**config.mk**
```make
export PLATFORM = sky130hd
export DESIGN_NAME = puck_engine_param
export DESIGN_NICKNAME = d
export VERILOG_FILES = /design/src/rtl/puck_engine_param.sv
export SDC_FILE = /design/constraint.sdc
export NUM_CORES = 1
export LEC_CHECK = 0
export ABC_AREA = 1
export CORE_MARGIN = 4
export CORE_UTILIZATION = 28
export CTS_CLUSTER_SIZE = 16
export DETAILED_ROUTE_END_ITERATION = 10
export SLEW_MARGIN = 0
export SYNTH_ARGS = -nofsm -noshare
export SYNTH_HDL_FRONTEND = slang
export SYNTH_SLANG_ARGS = --single-unit
```
**constraint.sdc**
```tcl
create_clock -name clk -period 7.3 [get_ports clk]
set_input_delay 1.825 -clock clk [delete_from_list [all_inputs] [get_ports clk]]
set_output_delay 1.825 -clock clk [all_outputs]
set_load 0.05 [all_outputs]
```
**src/rtl/puck_engine_param.sv**
```systemverilog
// puck_engine_param: air-hockey puck physics, paddle/wall bounces, goal
// detection, scoring and serve sequencing, advanced once per frame tick.
// Optional feature macro: PUCK_SPEEDUP_EN -- when defined, every paddle hit
// adds 1 to |vx| (capped at MAX_SPD); otherwise |vx| is always 1.
module puck_engine_param #(
   parameter int SCR_W     = 640,
   parameter int SCR_H     = 480,
   parameter int POS_W     = 11,
   parameter int SCORE_W   = 3,
   parameter int WIN_SCORE = 7,
   parameter int GOAL_TOP  = 180,
   parameter int GOAL_BOT  = 300,
   parameter int SERVE_DLY = 60,
   parameter int MAX_SPD   = 4
) (
   input  logic               clk,
   input  logic               reset,
   input  logic               tick,
   input  logic               start,
   input  logic [POS_W-1:0]   Lx,
   input  logic [POS_W-1:0]   Ly,
   input  logic [POS_W-1:0]   Rx,
   input  logic [POS_W-1:0]   Ry,
   input  logic [POS_W-1:0]   Pradius,
   input  logic [POS_W-1:0]   Rradius,
   output logic [POS_W-1:0]   puckX,
   output logic [POS_W-1:0]   puckY,
   output logic [2:0]         puckstate,
   output logic [SCORE_W-1:0] GL,
   output logic [SCORE_W-1:0] GR,
   output logic               goal,
   output logic [1:0]         winner
);

   localparam logic [2:0] S_IDLE   = 3'd0;
   localparam logic [2:0] S_SERVE  = 3'd1;
   localparam logic [2:0] S_MOVE   = 3'd2;
   localparam logic [2:0] S_GOAL_L = 3'd3;
   localparam logic [2:0] S_GOAL_R = 3'd4;
   localparam logic [2:0] S_OVER   = 3'd5;

`ifdef PUCK_SPEEDUP_EN
   localparam bit SPEEDUP = 1'b1;
`else
   localparam bit SPEEDUP = 1'b0;
`endif

   localparam int DLY_W = (SERVE_DLY > 1) ? $clog2(SERVE_DLY) : 1;
   localparam int EW    = POS_W + 2;

   localparam logic [POS_W-1:0]   CTR_X    = POS_W'(SCR_W / 2);
   localparam logic [POS_W-1:0]   CTR_Y    = POS_W'(SCR_H / 2);
   localparam logic [POS_W-1:0]   X_EDGE   = POS_W'(SCR_W - 1);
   localparam logic [POS_W-1:0]   Y_EDGE   = POS_W'(SCR_H - 1);
   localparam logic [POS_W-1:0]   G_TOP    = POS_W'(GOAL_TOP);
   localparam logic [POS_W-1:0]   G_BOT    = POS_W'(GOAL_BOT);
   localparam logic [POS_W-1:0]   ONE_P    = POS_W'(1);
   localparam logic [POS_W-1:0]   SPD_CAP  = POS_W'(MAX_SPD);
   localparam logic [SCORE_W-1:0] WIN_M1   = SCORE_W'(WIN_SCORE - 1);
   localparam logic [DLY_W-1:0]   DLY_LAST = DLY_W'(SERVE_DLY - 1);

   logic [2:0]         state_q, state_d;
   logic [POS_W-1:0]   x_q, x_d, y_q, y_d, spd_q, spd_d;
   logic               vx_neg_q, vx_neg_d, vy_neg_q, vy_neg_d;
   logic [SCORE_W-1:0] gl_q, gl_d, gr_q, gr_d;
   logic [1:0]         winner_q, winner_d;
   logic               goal_q, goal_d;
   logic [DLY_W-1:0]   dly_q, dly_d;

   logic [POS_W-1:0]   x_hi, y_hi, dxl, dyl, dxr, dyr, spd_bump;
   logic [POS_W:0]     reach;
   logic               at_left, at_right, at_top, at_bot, in_mouth, goal_hit;
   logic               hit_l, hit_r;
   logic               mv_vx_neg, mv_vy_neg;
   logic [POS_W-1:0]   mv_spd, mv_x, mv_y;
   logic signed [EW-1:0] nx_s, ny_s;
   logic               do_serve, serve_left;

   // Playfield limits, wall contacts and paddle distances (one extra bit so
   // the radius sum can never wrap).
   assign x_hi     = X_EDGE - Pradius;
   assign y_hi     = Y_EDGE - Pradius;
   assign reach    = {1'b0, Pradius} + {1'b0, Rradius};
   assign dxl      = (x_q >= Lx) ? (x_q - Lx) : (Lx - x_q);
   assign dyl      = (y_q >= Ly) ? (y_q - Ly) : (Ly - y_q);
   assign dxr      = (x_q >= Rx) ? (x_q - Rx) : (Rx - x_q);
   assign dyr      = (y_q >= Ry) ? (y_q - Ry) : (Ry - y_q);
   assign at_left  = vx_neg_q && (x_q <= Pradius);
   assign at_right = !vx_neg_q && (x_q >= x_hi);
   assign at_top   = vy_neg_q && (y_q <= Pradius);
   assign at_bot   = !vy_neg_q && (y_q >= y_hi);
   assign in_mouth = (y_q >= G_TOP) && (y_q <= G_BOT);
   assign goal_hit = (at_left || at_right) && in_mouth;
   assign hit_l    = vx_neg_q && ({1'b0, dxl} <= reach) && ({1'b0, dyl} <= reach);
   assign hit_r    = !vx_neg_q && ({1'b0, dxr} <= reach) && ({1'b0, dyr} <= reach);
   assign spd_bump = (SPEEDUP && (spd_q < SPD_CAP)) ? (spd_q + ONE_P) : spd_q;

   // Resolve bounces (paddle beats wall) and compute the clamped next position.
   always_comb begin
      mv_vx_neg = vx_neg_q;
      mv_vy_neg = vy_neg_q;
      mv_spd    = spd_q;
      if (hit_l) begin
         mv_vx_neg = 1'b0;
         mv_vy_neg = (y_q < Ly);
         mv_spd    = spd_bump;
      end else if (hit_r) begin
         mv_vx_neg = 1'b1;
         mv_vy_neg = (y_q < Ry);
         mv_spd    = spd_bump;
      end else begin
         if (at_left || at_right) mv_vx_neg = ~vx_neg_q;
         if (at_top || at_bot)    mv_vy_neg = ~vy_neg_q;
      end
      nx_s = mv_vx_neg ? ($signed({2'b00, x_q}) - $signed({2'b00, mv_spd}))
                       : ($signed({2'b00, x_q}) + $signed({2'b00, mv_spd}));
      ny_s = mv_vy_neg ? ($signed({2'b00, y_q}) - $signed({2'b00, ONE_P}))
                       : ($signed({2'b00, y_q}) + $signed({2'b00, ONE_P}));
      if (nx_s < $signed({2'b00, Pradius}))   mv_x = Pradius;
      else if (nx_s > $signed({2'b00, x_hi})) mv_x = x_hi;
      else                                    mv_x = nx_s[POS_W-1:0];
      if (ny_s < $signed({2'b00, Pradius}))   mv_y = Pradius;
      else if (ny_s > $signed({2'b00, y_hi})) mv_y = y_hi;
      else                                    mv_y = ny_s[POS_W-1:0];
   end

   // Game FSM: serve, rally, goal hold-off, scoring and game-over handling.
   always_comb begin
      state_d    = state_q;
      x_d        = x_q;
      y_d        = y_q;
      vx_neg_d   = vx_neg_q;
      vy_neg_d   = vy_neg_q;
      spd_d      = spd_q;
      gl_d       = gl_q;
      gr_d       = gr_q;
      winner_d   = winner_q;
      dly_d      = dly_q;
      goal_d     = 1'b0;
      do_serve   = 1'b0;
      serve_left = 1'b1;
      case (state_q)
         S_IDLE: if (start) do_serve = 1'b1;
         S_SERVE: if (tick) state_d = S_MOVE;
         S_MOVE: if (tick) begin
            if (goal_hit) begin
               goal_d = 1'b1;
               dly_d  = '0;
               if (at_left) begin
                  gr_d = gr_q + SCORE_W'(1);
                  if (gr_q == WIN_M1) begin
                     state_d  = S_OVER;
                     winner_d = 2'b10;
                  end else begin
                     state_d = S_GOAL_R;
                  end
               end else begin
                  gl_d = gl_q + SCORE_W'(1);
                  if (gl_q == WIN_M1) begin
                     state_d  = S_OVER;
                     winner_d = 2'b01;
                  end else begin
                     state_d = S_GOAL_L;
                  end
               end
            end else begin
               x_d      = mv_x;
               y_d      = mv_y;
               vx_neg_d = mv_vx_neg;
               vy_neg_d = mv_vy_neg;
               spd_d    = mv_spd;
            end
         end
         S_GOAL_L, S_GOAL_R: if (tick) begin
            if (dly_q == DLY_LAST) begin
               do_serve   = 1'b1;
               serve_left = (state_q == S_GOAL_R);
            end else begin
               dly_d = dly_q + DLY_W'(1);
            end
         end
         S_OVER: if (tick && start) begin
            do_serve = 1'b1;
            gl_d     = '0;
            gr_d     = '0;
            winner_d = 2'b00;
         end
         default: state_d = S_IDLE;
      endcase
      if (do_serve) begin
         state_d  = S_SERVE;
         x_d      = CTR_X;
         y_d      = CTR_Y;
         vx_neg_d = serve_left;
         vy_neg_d = 1'b0;
         spd_d    = ONE_P;
         dly_d    = '0;
      end
   end

   // State registers with asynchronous active-low reset.
   always_ff @(posedge clk or negedge reset) begin
      if (!reset) begin
         state_q  <= S_IDLE;
         x_q      <= CTR_X;
         y_q      <= CTR_Y;
         vx_neg_q <= 1'b1;
         vy_neg_q <= 1'b0;
         spd_q    <= ONE_P;
         gl_q     <= '0;
         gr_q     <= '0;
         winner_q <= 2'b00;
         goal_q   <= 1'b0;
         dly_q    <= '0;
      end else begin
         state_q  <= state_d;
         x_q      <= x_d;
         y_q      <= y_d;
         vx_neg_q <= vx_neg_d;
         vy_neg_q <= vy_neg_d;
         spd_q    <= spd_d;
         gl_q     <= gl_d;
         gr_q     <= gr_d;
         winner_q <= winner_d;
         goal_q   <= goal_d;
         dly_q    <= dly_d;
      end
   end

   assign puckX     = x_q;
   assign puckY     = y_q;
   assign puckstate = state_q;
   assign GL        = gl_q;
   assign GR        = gr_q;
   assign goal      = goal_q;
   assign winner    = winner_q;

endmodule
```
==> run_summary.xml, run 1 <==
<?xml version="1.0" encoding="UTF-8"?>
<metrics>
  <group name="floorplanning">
    <metric name="start_util" unit="">0.283</metric>
    <metric name="core.rowCount" unit="">72</metric>
    <metric name="die_height" unit="um">206</metric>
    <metric name="fp.dieArea" unit="mm^2">0.0422</metric>
    <metric name="io_pins" unit="">104</metric>
    <metric name="core-area" unit="mm^2">0.0386</metric>
    <metric name="die_width" unit="um">206</metric>
  </group>
  <group name="global_route">
    <metric name="grt_remaining_overflow" unit="">0</metric>
    <metric name="grt_max_degree" unit="">43</metric>
    <metric name="grt_util_all_layers" unit="">0.194</metric>
    <metric name="antenna_found_initial" unit="">0</metric>
    <metric name="grt_pass1_wl" unit="mm">66.3</metric>
    <metric name="grt_pass1_vias" unit="">12600</metric>
  </group>
  <group name="run_status">
    <metric name="status" unit="">completed</metric>
  </group>
  <group name="timing">
    <metric name="finalCritPeriodShare" unit="">0.966</metric>
    <metric name="timing.final.setup_violations" unit="">0</metric>
    <metric name="min_period" unit="ns">7.05</metric>
    <metric name="clock-skew-final" unit="ns">0.00914</metric>
    <metric name="max_slew_headroom" unit="">0.459</metric>
    <metric name="tightest_slew" unit="ns">0.805</metric>
    <metric name="worst_hold_margin" unit="ns">0.496</metric>
    <metric name="final-hold-violation-count" unit="">0</metric>
    <metric name="timing.fmax" unit="MHz">142</metric>
    <metric name="tns" unit="ns">0</metric>
    <metric name="slew_violations" unit="">0</metric>
  </group>
  <group name="synth">
    <metric name="async_flop_share" unit="">1.00</metric>
    <metric name="postSynthRegisterBits" unit="">42</metric>
    <metric name="postSynthNetCount" unit="">1959</metric>
    <metric name="synthesis.area" unit="mm^2">0.0109</metric>
    <metric name="synth_area_in_compound_gates" unit="">0.183</metric>
    <metric name="yosys.area_share.simple" unit="">0.252</metric>
    <metric name="synth.distinct_cells" unit="">62</metric>
    <metric name="synth_sequential_area_ratio" unit="">0.0970</metric>
    <metric name="yosys_warnings" unit="">0</metric>
    <metric name="netlist_instances" unit="">1644</metric>
    <metric name="dominant_combinational_cell_family_by_area_after_synthesis" unit="">adder cells</metric>
    <metric name="synth_top_area_cell" unit="">sky130_fd_sc_hd__ha_1</metric>
    <metric name="number_of_flops_mapped_to_enable_cells_by_yosys" unit="">0</metric>
    <metric name="cell_with_the_most_instances_after_synthesis" unit="">sky130_fd_sc_hd__nand2_1</metric>
    <metric name="yosys_most_used_dff" unit="">sky130_fd_sc_hd__dfrtp_1</metric>
    <metric name="synthAdderAreaFrac" unit="">0.287</metric>
    <metric name="xor_xnor_fraction_of_synth_area" unit="">0.0698</metric>
    <metric name="post_synthesis_area_per_instance" unit="um^2">6.64</metric>
    <metric name="yosys-top-cells-area" unit="">sky130_fd_sc_hd__ha_1 27%, sky130_fd_sc_hd__nand2_1 12%, sky130_fd_sc_hd__inv_1 8.5%, sky130_fd_sc_hd__dfrtp_1 8.0%, sky130_fd_sc_hd__a21oi_1 7.3%</metric>
    <metric name="synth.cells.most_frequent" unit="">362 x sky130_fd_sc_hd__nand2_1, 247 x sky130_fd_sc_hd__inv_1, 236 x sky130_fd_sc_hd__ha_1, 160 x sky130_fd_sc_hd__a21oi_1</metric>
    <metric name="yosys-mux-area-fraction" unit="">0.00664</metric>
    <metric name="yosysTopAreaCellShare" unit="">0.270</metric>
  </group>
  <group name="clock_tree">
    <metric name="clk_pin_slew_worst_paths" unit="ns">0.07</metric>
    <metric name="post_cts_hold_buffer_count" unit="">0</metric>
    <metric name="clkLatencyLatePin" unit="ns">0.30</metric>
    <metric name="clock_sinks" unit="">42</metric>
    <metric name="h-tree-depth" unit="">2</metric>
    <metric name="cts.root.buffer_cell" unit="">sky130_fd_sc_hd__clkbuf_16</metric>
    <metric name="clock_tree.buffer_depth" unit="">2</metric>
    <metric name="cts_buffers" unit="">5</metric>
    <metric name="clock_tree_from_tritoncts" unit="">done</metric>
  </group>
  <group name="power">
    <metric name="power.share.clock" unit="">0.038</metric>
    <metric name="fin_total_pwr" unit="W">0.00678</metric>
    <metric name="internal-power" unit="W">0.00316</metric>
    <metric name="power_density" unit="mW/mm^2">406</metric>
    <metric name="leakagePower" unit="nW">8.33</metric>
    <metric name="combPwrFrac" unit="">0.897</metric>
    <metric name="power_switching" unit="W">0.00362</metric>
    <metric name="vdd_drop_max" unit="mV">0.250</metric>
    <metric name="fraction_of_power_spent_switching_nets" unit="">0.534</metric>
    <metric name="power_frac_seq" unit="">0.065</metric>
  </group>
  <group name="critical_path">
    <metric name="cp-start-kind" unit="">primary input</metric>
    <metric name="slowest_delay" unit="ns">0.44</metric>
    <metric name="worst_path_max_delay_cell" unit="">sky130_fd_sc_hd__clkdlybuf4s50_1</metric>
    <metric name="cp-end-kind" unit="">register</metric>
    <metric name="worst-endpoint-required" unit="ns">7.49</metric>
    <metric name="cp_num_buf_inv" unit="">5</metric>
    <metric name="timing.critical_path.max_delay_family" unit="">compound AO/OA/AOI/OAI gates</metric>
    <metric name="worstSetupPathType" unit="">primary input to register</metric>
    <metric name="arrival" unit="ns">7.24</metric>
    <metric name="timing.critical_path.fanout_max" unit="">13</metric>
    <metric name="setup_slack_of_the_most_critical_reg_to_reg_path" unit="ns">1.18</metric>
    <metric name="critical-path-top-cell-by-count" unit="">sky130_fd_sc_hd__nand2_1</metric>
  </group>
  <group name="cells_and_area">
    <metric name="antenna_cells_inserted" unit="">0</metric>
    <metric name="nets" unit="">2373</metric>
    <metric name="final_layout_size_suffix_gt1_frac" unit="">0.320</metric>
    <metric name="finalInstanceArea" unit="mm^2">0.0167</metric>
    <metric name="syn_to_final_growth" unit="%">52.9</metric>
    <metric name="layout.filler_cells" unit="">3826</metric>
  </group>
  <group name="route">
    <metric name="final_antenna_net_count" unit="">0</metric>
    <metric name="wire_length_per_cell_after_detailed_routing" unit="um">16.9</metric>
    <metric name="postRouteWirelength" unit="mm">43.6</metric>
    <metric name="vias_per_cell" unit="">5.00</metric>
    <metric name="via_count" unit="">12900</metric>
    <metric name="drcViolationCount" unit="">0</metric>
    <metric name="count_of_routing_violations_after_the_opening_detailed_route_iteration" unit="">840</metric>
    <metric name="detailedRoute.firstPassIterationCount" unit="">6</metric>
  </group>
  <group name="run">
    <metric name="maxCapViolations" unit="">0</metric>
  </group>
  <group name="place">
    <metric name="gp_routability_congestion" unit="">0.965</metric>
    <metric name="hpwl" unit="mm">34.1</metric>
    <metric name="placement.io_buffers" unit="">103</metric>
    <metric name="placement.cell_area" unit="mm^2">0.0146</metric>
  </group>
  <group name="min_path">
    <metric name="hp-class" unit="">register to register</metric>
  </group>
</metrics>
worst paths after layout:
kind                            start  cells past startpoint        end
min                         winner[1]                      2  winner[1]
max in group asynchronous       reset                      2   dly_q[5]
min in group asynchronous       reset                      2  puckY[10]
max                        Pradius[6]                     39   puckX[2]
max reg2reg                  puckX[1]                     37   puckY[1]
min reg2reg                 winner[1]                      2  winner[1]
registers in the layout (all words and copies together), names as in the netlist:
signal,flops
puckX,11
dly_q,6
GR,3
puckstate,3
GL,3
puckY,11
vy_neg_q,1
goal,1
winner,2
vx_neg_q,1
cell type report:
cell class / count / area, um^2 / share of cell area
Inverter: 252 / 966 / 0.0578
Timing Repair Buffer: 440 / 3620 / 0.217
Sequential cell: 42 / 1060 / 0.0635
Tap cell: 518 / 648 / 0.0388
Clock buffer: 8 / 166 / 0.00997
Multi-Input combinational cell: 1317 / 10200 / 0.613
worst min-delay path: cells and delay by family, from the launching register on:
family | cells | cell delay [ns]
AOI/OAI and AO/OA | 1 | 0.06
DFF | 1 | 0.35
and+or+nand+nor | 1 | 0.06
power by group through the flow:
stage	sequential [W]	clock (W)	combinational, W
2_1_floorplan	0.000553	0	0.00298
3_3_place_gp	0.000426	0	0.00490
3_5_place_dp	0.000428	0	0.00497
4_1_cts	0.000431	0.000264	0.00541
5_1_grt	0.000450	0.000273	0.00666
6_report	0.000441	0.000259	0.00608
logic make-up (layout without fill, tap and decap cells):
group,Yosys count,count (layout)
AO/OA/AOI/OAI,349,349
XOR/XNOR,87,87
adder cells (fa/ha/maj),245,245
buffers and inverters,285,700
flip-flops,42,42
multiplexers,7,7
AND/OR/NAND/NOR,629,629
cell usage in the layout, fill, tap and decap left out, types with 9 or more instances in the layout:
| cell type | count |
|---|---|
| sky130_fd_sc_hd__buf_4 | 318 |
| sky130_fd_sc_hd__nand2_1 | 315 |
| sky130_fd_sc_hd__inv_1 | 211 |
| sky130_fd_sc_hd__ha_1 | 176 |
| sky130_fd_sc_hd__a21oi_1 | 127 |
| sky130_fd_sc_hd__nor2_1 | 75 |
| sky130_fd_sc_hd__nand3_1 | 62 |
| sky130_fd_sc_hd__clkdlybuf4s50_1 | 62 |
| sky130_fd_sc_hd__o21ai_0 | 60 |
| sky130_fd_sc_hd__ha_4 | 56 |
| sky130_fd_sc_hd__xor2_1 | 51 |
| sky130_fd_sc_hd__nand2_2 | 50 |
| sky130_fd_sc_hd__inv_2 | 36 |
| sky130_fd_sc_hd__dfrtp_1 | 35 |
| sky130_fd_sc_hd__xnor2_1 | 29 |
| sky130_fd_sc_hd__nor3_1 | 29 |
| sky130_fd_sc_hd__o21ai_1 | 28 |
| sky130_fd_sc_hd__a21oi_2 | 25 |
| sky130_fd_sc_hd__nand4_1 | 22 |
| sky130_fd_sc_hd__buf_6 | 22 |
| sky130_fd_sc_hd__dlymetal6s2s_1 | 21 |
| sky130_fd_sc_hd__clkbuf_2 | 15 |
| sky130_fd_sc_hd__nand2_4 | 13 |
| sky130_fd_sc_hd__nor2_2 | 13 |
| sky130_fd_sc_hd__o21ai_2 | 13 |
| sky130_fd_sc_hd__a21o_1 | 12 |
| sky130_fd_sc_hd__nand3_2 | 10 |
| sky130_fd_sc_hd__a21oi_4 | 9 |
| sky130_fd_sc_hd__nor3_2 | 9 |
per-layer routing:
metal	vias up	global-route usage	wire, um
li1	6342	-	-
met1	6039	0.255	18800
met2	411	0.336	20900
met3	89	0.0270	2650
met4	0	0.0507	1160
met5	-	0	0
what timing repair did:
action / CTS / global route
setup endpoints to repair: 22 / 22
setup buffers: 18 / 23
cloned: 3 / 0
pin swaps: 54 / 126
resized for setup: 143 / 281
metrics by stage:
stage	instances	setup WS, ns	utilization
after floorplan	1644	0.366	-
after global placement	2527	-0.892	0.379
after detailed placement	2527	-0.981	0.379
after CTS	2556	0.000830	0.401
after global routing	2577	-0.0513	0.432
final	2577	0.248	0.432
No activity file was read; power rests on OpenSTA's default activity.
==> run 2, diff against run 1 <==
--- a/config.mk
+++ b/config.mk
@@ -10,6 +10,7 @@
 export CORE_UTILIZATION = 28
 export CTS_CLUSTER_SIZE = 16
 export DETAILED_ROUTE_END_ITERATION = 10
+export GPL_TIMING_DRIVEN = 0
 export SLEW_MARGIN = 0
 export SYNTH_ARGS = -nofsm -noshare
 export SYNTH_HDL_FRONTEND = slang
==> run 2 against run 1 <==
Compared with the run above: sequential power increased by 2%; maximum frequency decreased by 2.5%; sequential cell count unchanged; total power decreased by 4.1%; clock-buffer cell count decreased by 1; register-to-register slack got worse by 0.58 ns; first-iteration DRC count increased by 3.9%; core utilization decreased by 3.7 points; clock power increased by 5%; sequential share of layout area increased by 0.59 points; clock skew decreased by 0.0041 ns; worst hold slack improved by 0.0033 ns; critical endpoint is now puckY[8]; highest routed layer is now met5.
==> run_summary.xml, run 2 (synthesized netlist as in run 1, its figures left out) <==
<?xml version="1.0" encoding="UTF-8"?>
<metrics>
  <group name="place">
    <metric name="gp_routability_congestion" unit="">0.952</metric>
    <metric name="placement.io_buffers" unit="">103</metric>
    <metric name="hpwl" unit="mm">31.1</metric>
    <metric name="dp.cells" unit="">2266</metric>
    <metric name="placement.setup.worst_slack" unit="ns">-1.64</metric>
  </group>
  <group name="global_route">
    <metric name="grt_max_degree" unit="">23</metric>
    <metric name="grt_pass1_wl" unit="mm">62.6</metric>
    <metric name="grt_util_all_layers" unit="">0.184</metric>
    <metric name="antenna_found_initial" unit="">2</metric>
    <metric name="grt_remaining_overflow" unit="">0</metric>
    <metric name="grt_pass1_vias" unit="">11600</metric>
  </group>
  <group name="clock_tree">
    <metric name="cts_buffers" unit="">5</metric>
    <metric name="clock_tree.buffer_depth" unit="">2</metric>
    <metric name="post_cts_hold_buffer_count" unit="">0</metric>
    <metric name="clkLatencyLatePin" unit="ns">0.29</metric>
    <metric name="clock_sinks" unit="">42</metric>
    <metric name="clk_pin_slew_worst_paths" unit="ns">0.07</metric>
    <metric name="cts.root.buffer_cell" unit="">sky130_fd_sc_hd__clkbuf_16</metric>
    <metric name="clock_tree_from_tritoncts" unit="">done</metric>
    <metric name="h-tree-depth" unit="">2</metric>
  </group>
  <group name="cells_and_area">
    <metric name="layout.filler_cells" unit="">3923</metric>
    <metric name="final_util" unit="">0.395</metric>
    <metric name="final_cell_mix" unit="">312 x sky130_fd_sc_hd__nand2_1, 202 x sky130_fd_sc_hd__inv_1, 173 x sky130_fd_sc_hd__ha_1</metric>
    <metric name="finish.cell_count_without_fillers" unit="">2370</metric>
    <metric name="seq_area" unit="mm^2">0.00106</metric>
    <metric name="final_layout_size_suffix_gt1_frac" unit="">0.257</metric>
    <metric name="nets" unit="">2165</metric>
    <metric name="layout.cells.most_common" unit="">sky130_fd_sc_hd__nand2_1</metric>
    <metric name="syn_to_final_growth" unit="%">39.9</metric>
    <metric name="multiInputGateArea" unit="mm^2">0.0104</metric>
  </group>
  <group name="critical_path">
    <metric name="worst-endpoint-required" unit="ns">7.49</metric>
    <metric name="timing.critical_path.fanout_max" unit="">8</metric>
    <metric name="cp-start-kind" unit="">primary input</metric>
    <metric name="arrival" unit="ns">7.42</metric>
    <metric name="critical-path-top-cell-by-count" unit="">sky130_fd_sc_hd__nand2_1</metric>
    <metric name="worstSetupPathType" unit="">primary input to register</metric>
    <metric name="cp-end-kind" unit="">register</metric>
    <metric name="worst_path_max_delay_cell" unit="">sky130_fd_sc_hd__ha_1</metric>
    <metric name="slowest_delay" unit="ns">0.30</metric>
  </group>
  <group name="floorplanning">
    <metric name="io_pins" unit="">104</metric>
    <metric name="fp.dieArea" unit="mm^2">0.0422</metric>
    <metric name="start_util" unit="">0.283</metric>
    <metric name="die_width" unit="um">206</metric>
    <metric name="die_height" unit="um">206</metric>
    <metric name="core.rowCount" unit="">72</metric>
    <metric name="core-area" unit="mm^2">0.0386</metric>
  </group>
  <group name="timing">
    <metric name="worst_hold_margin" unit="ns">0.499</metric>
    <metric name="timing.final.setup_violations" unit="">0</metric>
    <metric name="final-hold-violation-count" unit="">0</metric>
    <metric name="postLayoutSetupSlackWorst" unit="ns">0.0701</metric>
    <metric name="grt_setup_unrepaired" unit="">yes</metric>
    <metric name="clock-skew-final" unit="ns">0.00503</metric>
    <metric name="tightest_slew" unit="ns">0.845</metric>
    <metric name="tns" unit="ns">0</metric>
    <metric name="finalCritPeriodShare" unit="">0.990</metric>
    <metric name="min_period" unit="ns">7.23</metric>
    <metric name="slew_violations" unit="">0</metric>
    <metric name="max_slew_headroom" unit="">0.432</metric>
    <metric name="timing.fmax" unit="MHz">138</metric>
  </group>
  <group name="route">
    <metric name="via_count" unit="">12200</metric>
    <metric name="postRouteWirelength" unit="mm">42.5</metric>
    <metric name="wire_length_per_cell_after_detailed_routing" unit="um">17.9</metric>
    <metric name="final_antenna_net_count" unit="">0</metric>
    <metric name="vias_per_cell" unit="">5.16</metric>
    <metric name="drcViolationCount" unit="">0</metric>
    <metric name="detailedRoute.firstPassIterationCount" unit="">5</metric>
    <metric name="count_of_routing_violations_after_the_opening_detailed_route_iteration" unit="">873</metric>
  </group>
  <group name="power">
    <metric name="power_density" unit="mW/mm^2">426</metric>
    <metric name="leakagePower" unit="nW">7.34</metric>
    <metric name="vdd_drop_max" unit="mV">0.268</metric>
  </group>
  <group name="min_path">
    <metric name="hp-class" unit="">register to register</metric>
  </group>
  <group name="run">
    <metric name="maxCapViolations" unit="">0</metric>
  </group>
  <group name="run_status">
    <metric name="status" unit="">completed</metric>
  </group>
</metrics>
[run 2: through the flow]
step           cell area, um^2  power, W
6_report                 15300   0.00650
5_1_grt                  15300   0.00705
4_1_cts                  14000   0.00557
3_5_place_dp             12600   0.00463
3_3_place_gp             12600   0.00456
2_1_floorplan            10900   0.00353
[run 2: worst max-delay path: cells and delay by family]
family | cells | cell delay, ns
and+or+nand+nor | 29 | 2.29
AOI/OAI and AO/OA | 10 | 1.22
buffers and inverters | 11 | 1.20
adders and majority gates | 3 | 0.71
xor gates and xnor gates | 1 | 0.17
[run 2: layer usage]
| metal | vias to the layer above | GRT usage | share of wire |
|---|---|---|---|
| li1 | 5910 | - | - |
| met2 | 458 | 0.314 | 0.48 |
| met4 | 4 | 0.0481 | 0.028 |
| met5 | - | 0 | 0.00049 |
| met1 | 5765 | 0.246 | 0.44 |
| met3 | 101 | 0.0246 | 0.057 |
[run 2: timing repair]
| action | 4_1_cts | 5_1_grt |
|---|---|---|
| setup buffers | 55 | 37 |
| cloned | 3 | 3 |
| setup endpoints to repair | 22 | 22 |
| resized for setup | 223 | 316 |
| pin swaps | 53 | 104 |
| endpoints found under the hold margin | 0 | 0 |
[run 2: worst paths after layout]
kind,startpoint,to,slack (ns),cells past startpoint
max reg2reg,puckX[0],puckY[8],0.60,55
min,winner[0],winner[0],0.50,2
max in group asynchronous,reset,puckY[5],5.15,2
min reg2reg,winner[0],winner[0],0.50,2
max,Rx[2],puckY[8],0.07,54
min in group asynchronous,reset,puckstate[0],1.54,1
[run 2: area by class of cell]
cell class | count | share of cell area
multi-input combinational | 1317 | 0.683
timing repair buffer | 202 | 0.115
sequential | 42 | 0.0694
inverter | 252 | 0.0634
tap | 518 | 0.0424
buffer | 30 | 0.0157
clock buffer | 7 | 0.00934
clock inverter | 1 | 0.00197
antenna | 1 | 0.000164
[run 2: report_power, final]
| group | switching [W] | total [W] | internal, W | leakage [nW] |
|---|---|---|---|---|
| sequential | 0.000153 | 0.000452 | 0.000299 | 0.543 |
| clock | 0.000102 | 0.000273 | 0.000171 | 0.0841 |
| combinational | 0.00336 | 0.00578 | 0.00242 | 6.71 |
| total | 0.00362 | 0.00650 | 0.00289 | 7.34 |
==> run 3, diff against run 2 <==
--- a/config.mk
+++ b/config.mk
@@ -7,10 +7,12 @@
 export LEC_CHECK = 0
 export ABC_AREA = 1
 export CORE_MARGIN = 4
-export CORE_UTILIZATION = 28
+export CORE_UTILIZATION = 50
 export CTS_CLUSTER_SIZE = 16
 export DETAILED_ROUTE_END_ITERATION = 10
 export GPL_TIMING_DRIVEN = 0
+export HOLD_SLACK_MARGIN = 0.1
+export PLACE_DENSITY = 0.71
 export SLEW_MARGIN = 0
 export SYNTH_ARGS = -nofsm -noshare
 export SYNTH_HDL_FRONTEND = slang
==> run 3 against run 2 <==
Compared with the run above: maximum frequency down 0.77%; sequential share of layout area is 0.15 points higher; worst hold slack improved by 0.0033 ns; sequential power about the same; largest power group unchanged.
==> run_summary.xml, run 3 (synthesized netlist as in run 1, its figures left out) <==
<?xml version="1.0" encoding="UTF-8"?>
<metrics>
  <group name="run_status">
    <metric name="status" unit="">completed</metric>
  </group>
  <group name="global_route">
    <metric name="grt_util_met2" unit="">0.517</metric>
    <metric name="grt_pass1_vias" unit="">11900</metric>
    <metric name="antenna_found_initial" unit="">0</metric>
    <metric name="global_route.peak_usage_layer" unit="">met2</metric>
    <metric name="grt_remaining_overflow" unit="">0</metric>
    <metric name="grt_pass1_wl" unit="mm">60.4</metric>
    <metric name="m1_gr_usage" unit="">0.407</metric>
    <metric name="global_route.usage.met3" unit="">0.0350</metric>
    <metric name="grt_max_degree" unit="">29</metric>
    <metric name="grt_util_all_layers" unit="">0.305</metric>
  </group>
  <group name="floorplanning">
    <metric name="core.rowCount" unit="">53</metric>
    <metric name="io_pins" unit="">104</metric>
    <metric name="fp.dieArea" unit="mm^2">0.0243</metric>
    <metric name="core-area" unit="mm^2">0.0213</metric>
    <metric name="die_height" unit="um">156</metric>
    <metric name="die_width" unit="um">156</metric>
    <metric name="start_util" unit="">0.513</metric>
  </group>
  <group name="critical_path">
    <metric name="reg2reg_from" unit="">puckX[0]</metric>
    <metric name="arrival" unit="ns">7.51</metric>
    <metric name="critical-path-top-cell-by-count" unit="">sky130_fd_sc_hd__nand2_1</metric>
    <metric name="worst-endpoint-required" unit="ns">7.52</metric>
    <metric name="cp-end-kind" unit="">register</metric>
    <metric name="cp-start-kind" unit="">primary input</metric>
    <metric name="slowest_delay" unit="ns">0.42</metric>
    <metric name="timing.critical_path.fanout_max" unit="">5</metric>
    <metric name="worstSetupPathType" unit="">primary input to register</metric>
    <metric name="crit_start" unit="">Rradius[0]</metric>
    <metric name="worst_path_max_delay_cell" unit="">sky130_fd_sc_hd__clkdlybuf4s50_1</metric>
    <metric name="cp_num_buf_inv" unit="">6</metric>
    <metric name="timing.critical_path.max_delay_family" unit="">simple AND/OR/NAND/NOR gates</metric>
  </group>
  <group name="timing">
    <metric name="clock-skew-final" unit="ns">0.0106</metric>
    <metric name="timing.fmax" unit="MHz">137</metric>
    <metric name="tightest_slew" unit="ns">0.859</metric>
    <metric name="worst_hold_margin" unit="ns">0.503</metric>
    <metric name="max_slew_headroom" unit="">0.423</metric>
    <metric name="grt_setup_unrepaired" unit="">yes</metric>
    <metric name="min_period" unit="ns">7.29</metric>
    <metric name="tns" unit="ns">0</metric>
    <metric name="timing.final.setup_violations" unit="">0</metric>
    <metric name="final-hold-violation-count" unit="">0</metric>
    <metric name="slew_violations" unit="">0</metric>
    <metric name="finalCritPeriodShare" unit="">0.998</metric>
  </group>
  <group name="clock_tree">
    <metric name="clock_tree.buffer_depth" unit="">2</metric>
    <metric name="clock_sinks" unit="">42</metric>
    <metric name="post_cts_hold_buffer_count" unit="">0</metric>
    <metric name="h-tree-depth" unit="">2</metric>
    <metric name="clkLatencyLatePin" unit="ns">0.30</metric>
    <metric name="clk_pin_slew_worst_paths" unit="ns">0.07</metric>
    <metric name="cts.root.buffer_cell" unit="">sky130_fd_sc_hd__clkbuf_16</metric>
    <metric name="clock_tree_from_tritoncts" unit="">done</metric>
    <metric name="cts_buffers" unit="">5</metric>
  </group>
  <group name="route">
    <metric name="wire_length_per_cell_after_detailed_routing" unit="um">19.4</metric>
    <metric name="drcViolationCount" unit="">0</metric>
    <metric name="count_of_routing_violations_after_the_opening_detailed_route_iteration" unit="">1216</metric>
    <metric name="final_antenna_net_count" unit="">0</metric>
    <metric name="vias_per_cell" unit="">5.93</metric>
    <metric name="via_count" unit="">12600</metric>
    <metric name="detailedRoute.firstPassIterationCount" unit="">9</metric>
    <metric name="postRouteWirelength" unit="mm">41.1</metric>
  </group>
  <group name="cells_and_area">
    <metric name="final_cell_mix" unit="">321 x sky130_fd_sc_hd__nand2_1, 199 x sky130_fd_sc_hd__inv_1, 175 x sky130_fd_sc_hd__ha_1</metric>
    <metric name="antenna_cells_inserted" unit="">0</metric>
    <metric name="syn_to_final_growth" unit="%">36.9</metric>
    <metric name="layout.cells.most_common" unit="">sky130_fd_sc_hd__nand2_1</metric>
    <metric name="final_layout_size_suffix_gt1_frac" unit="">0.249</metric>
    <metric name="final_util" unit="">0.703</metric>
    <metric name="nets" unit="">2160</metric>
  </group>
  <group name="power">
    <metric name="vdd_drop_max" unit="mV">0.319</metric>
    <metric name="power_density" unit="mW/mm^2">445</metric>
    <metric name="leakagePower" unit="nW">7.33</metric>
  </group>
  <group name="run">
    <metric name="maxCapViolations" unit="">0</metric>
  </group>
  <group name="min_path">
    <metric name="min-delay-start" unit="">winner[1]</metric>
    <metric name="hp-class" unit="">register to register</metric>
  </group>
  <group name="place">
    <metric name="placement.io_buffers" unit="">103</metric>
    <metric name="hpwl" unit="mm">29.0</metric>
    <metric name="gp_routability_congestion" unit="">0.964</metric>
  </group>
</metrics>
## run 3: worst register-to-register path, delay by kind of cell (launching register included)
family	cells	cell delay [ns]
and+or+nand+nor	28	2.36
buffers and inverters	9	1.32
AOI/OAI and AO/OA	9	1.11
adders and majority gates	3	0.92
DFF	1	0.69
xor gates and xnor gates	1	0.16
## run 3: area by class of cell
class	count	area, um^2
inverter	252	968
fill	1714	6330
buffer	30	238
clock inverter	2	37.5
timing repair buffer	197	1750
sequential	42	1060
tap	275	344
multi-input combinational	1317	10400
clock buffer	6	129
## run 3: power by group
part / internal, W / switching (W)
sequential: 0.000299 / 0.000152
clock: 0.000162 / 0.000102
combinational: 0.00249 / 0.00345
total: 0.00295 / 0.00371
## run 3: routing by layer
metal	share of wire	vias to the layer above
met5	0	-
met4	0.039	0
met3	0.075	159
met2	0.47	597
met1	0.42	5893
li1	-	5918
## run 3: path summary, 6_finish.rpt
path,depth (start not counted),endpoint,slack (ns)
max,43,puckY[6],0.01
min,2,winner[1],0.50
max reg2reg,50,puckY[6],0.66
min reg2reg,2,winner[1],0.50
max in group asynchronous,2,puckX[8],5.28
min in group asynchronous,1,dly_q[1],1.46
## run 3: through the flow
stage | total power, W | cell area, um^2 | setup WS [ns] | cells
floorplan | 0.00353 | 10900 | 0.366 | 1644
global placement | 0.00450 | 12300 | -1.52 | 2022
detailed placement | 0.00458 | 12300 | -1.54 | 2023
CTS | 0.00560 | 13700 | 0.000429 | 2075
global route | 0.00716 | 15000 | -0.312 | 2121
finish | 0.00666 | 15000 | 0.0140 | 2121
## run 3: timing repair
action,in CTS,in global routing
pin swaps,61,152
resized for setup,212,293
endpoints found under the setup margin,22,22
setup buffers,42,43
cloned,5,3
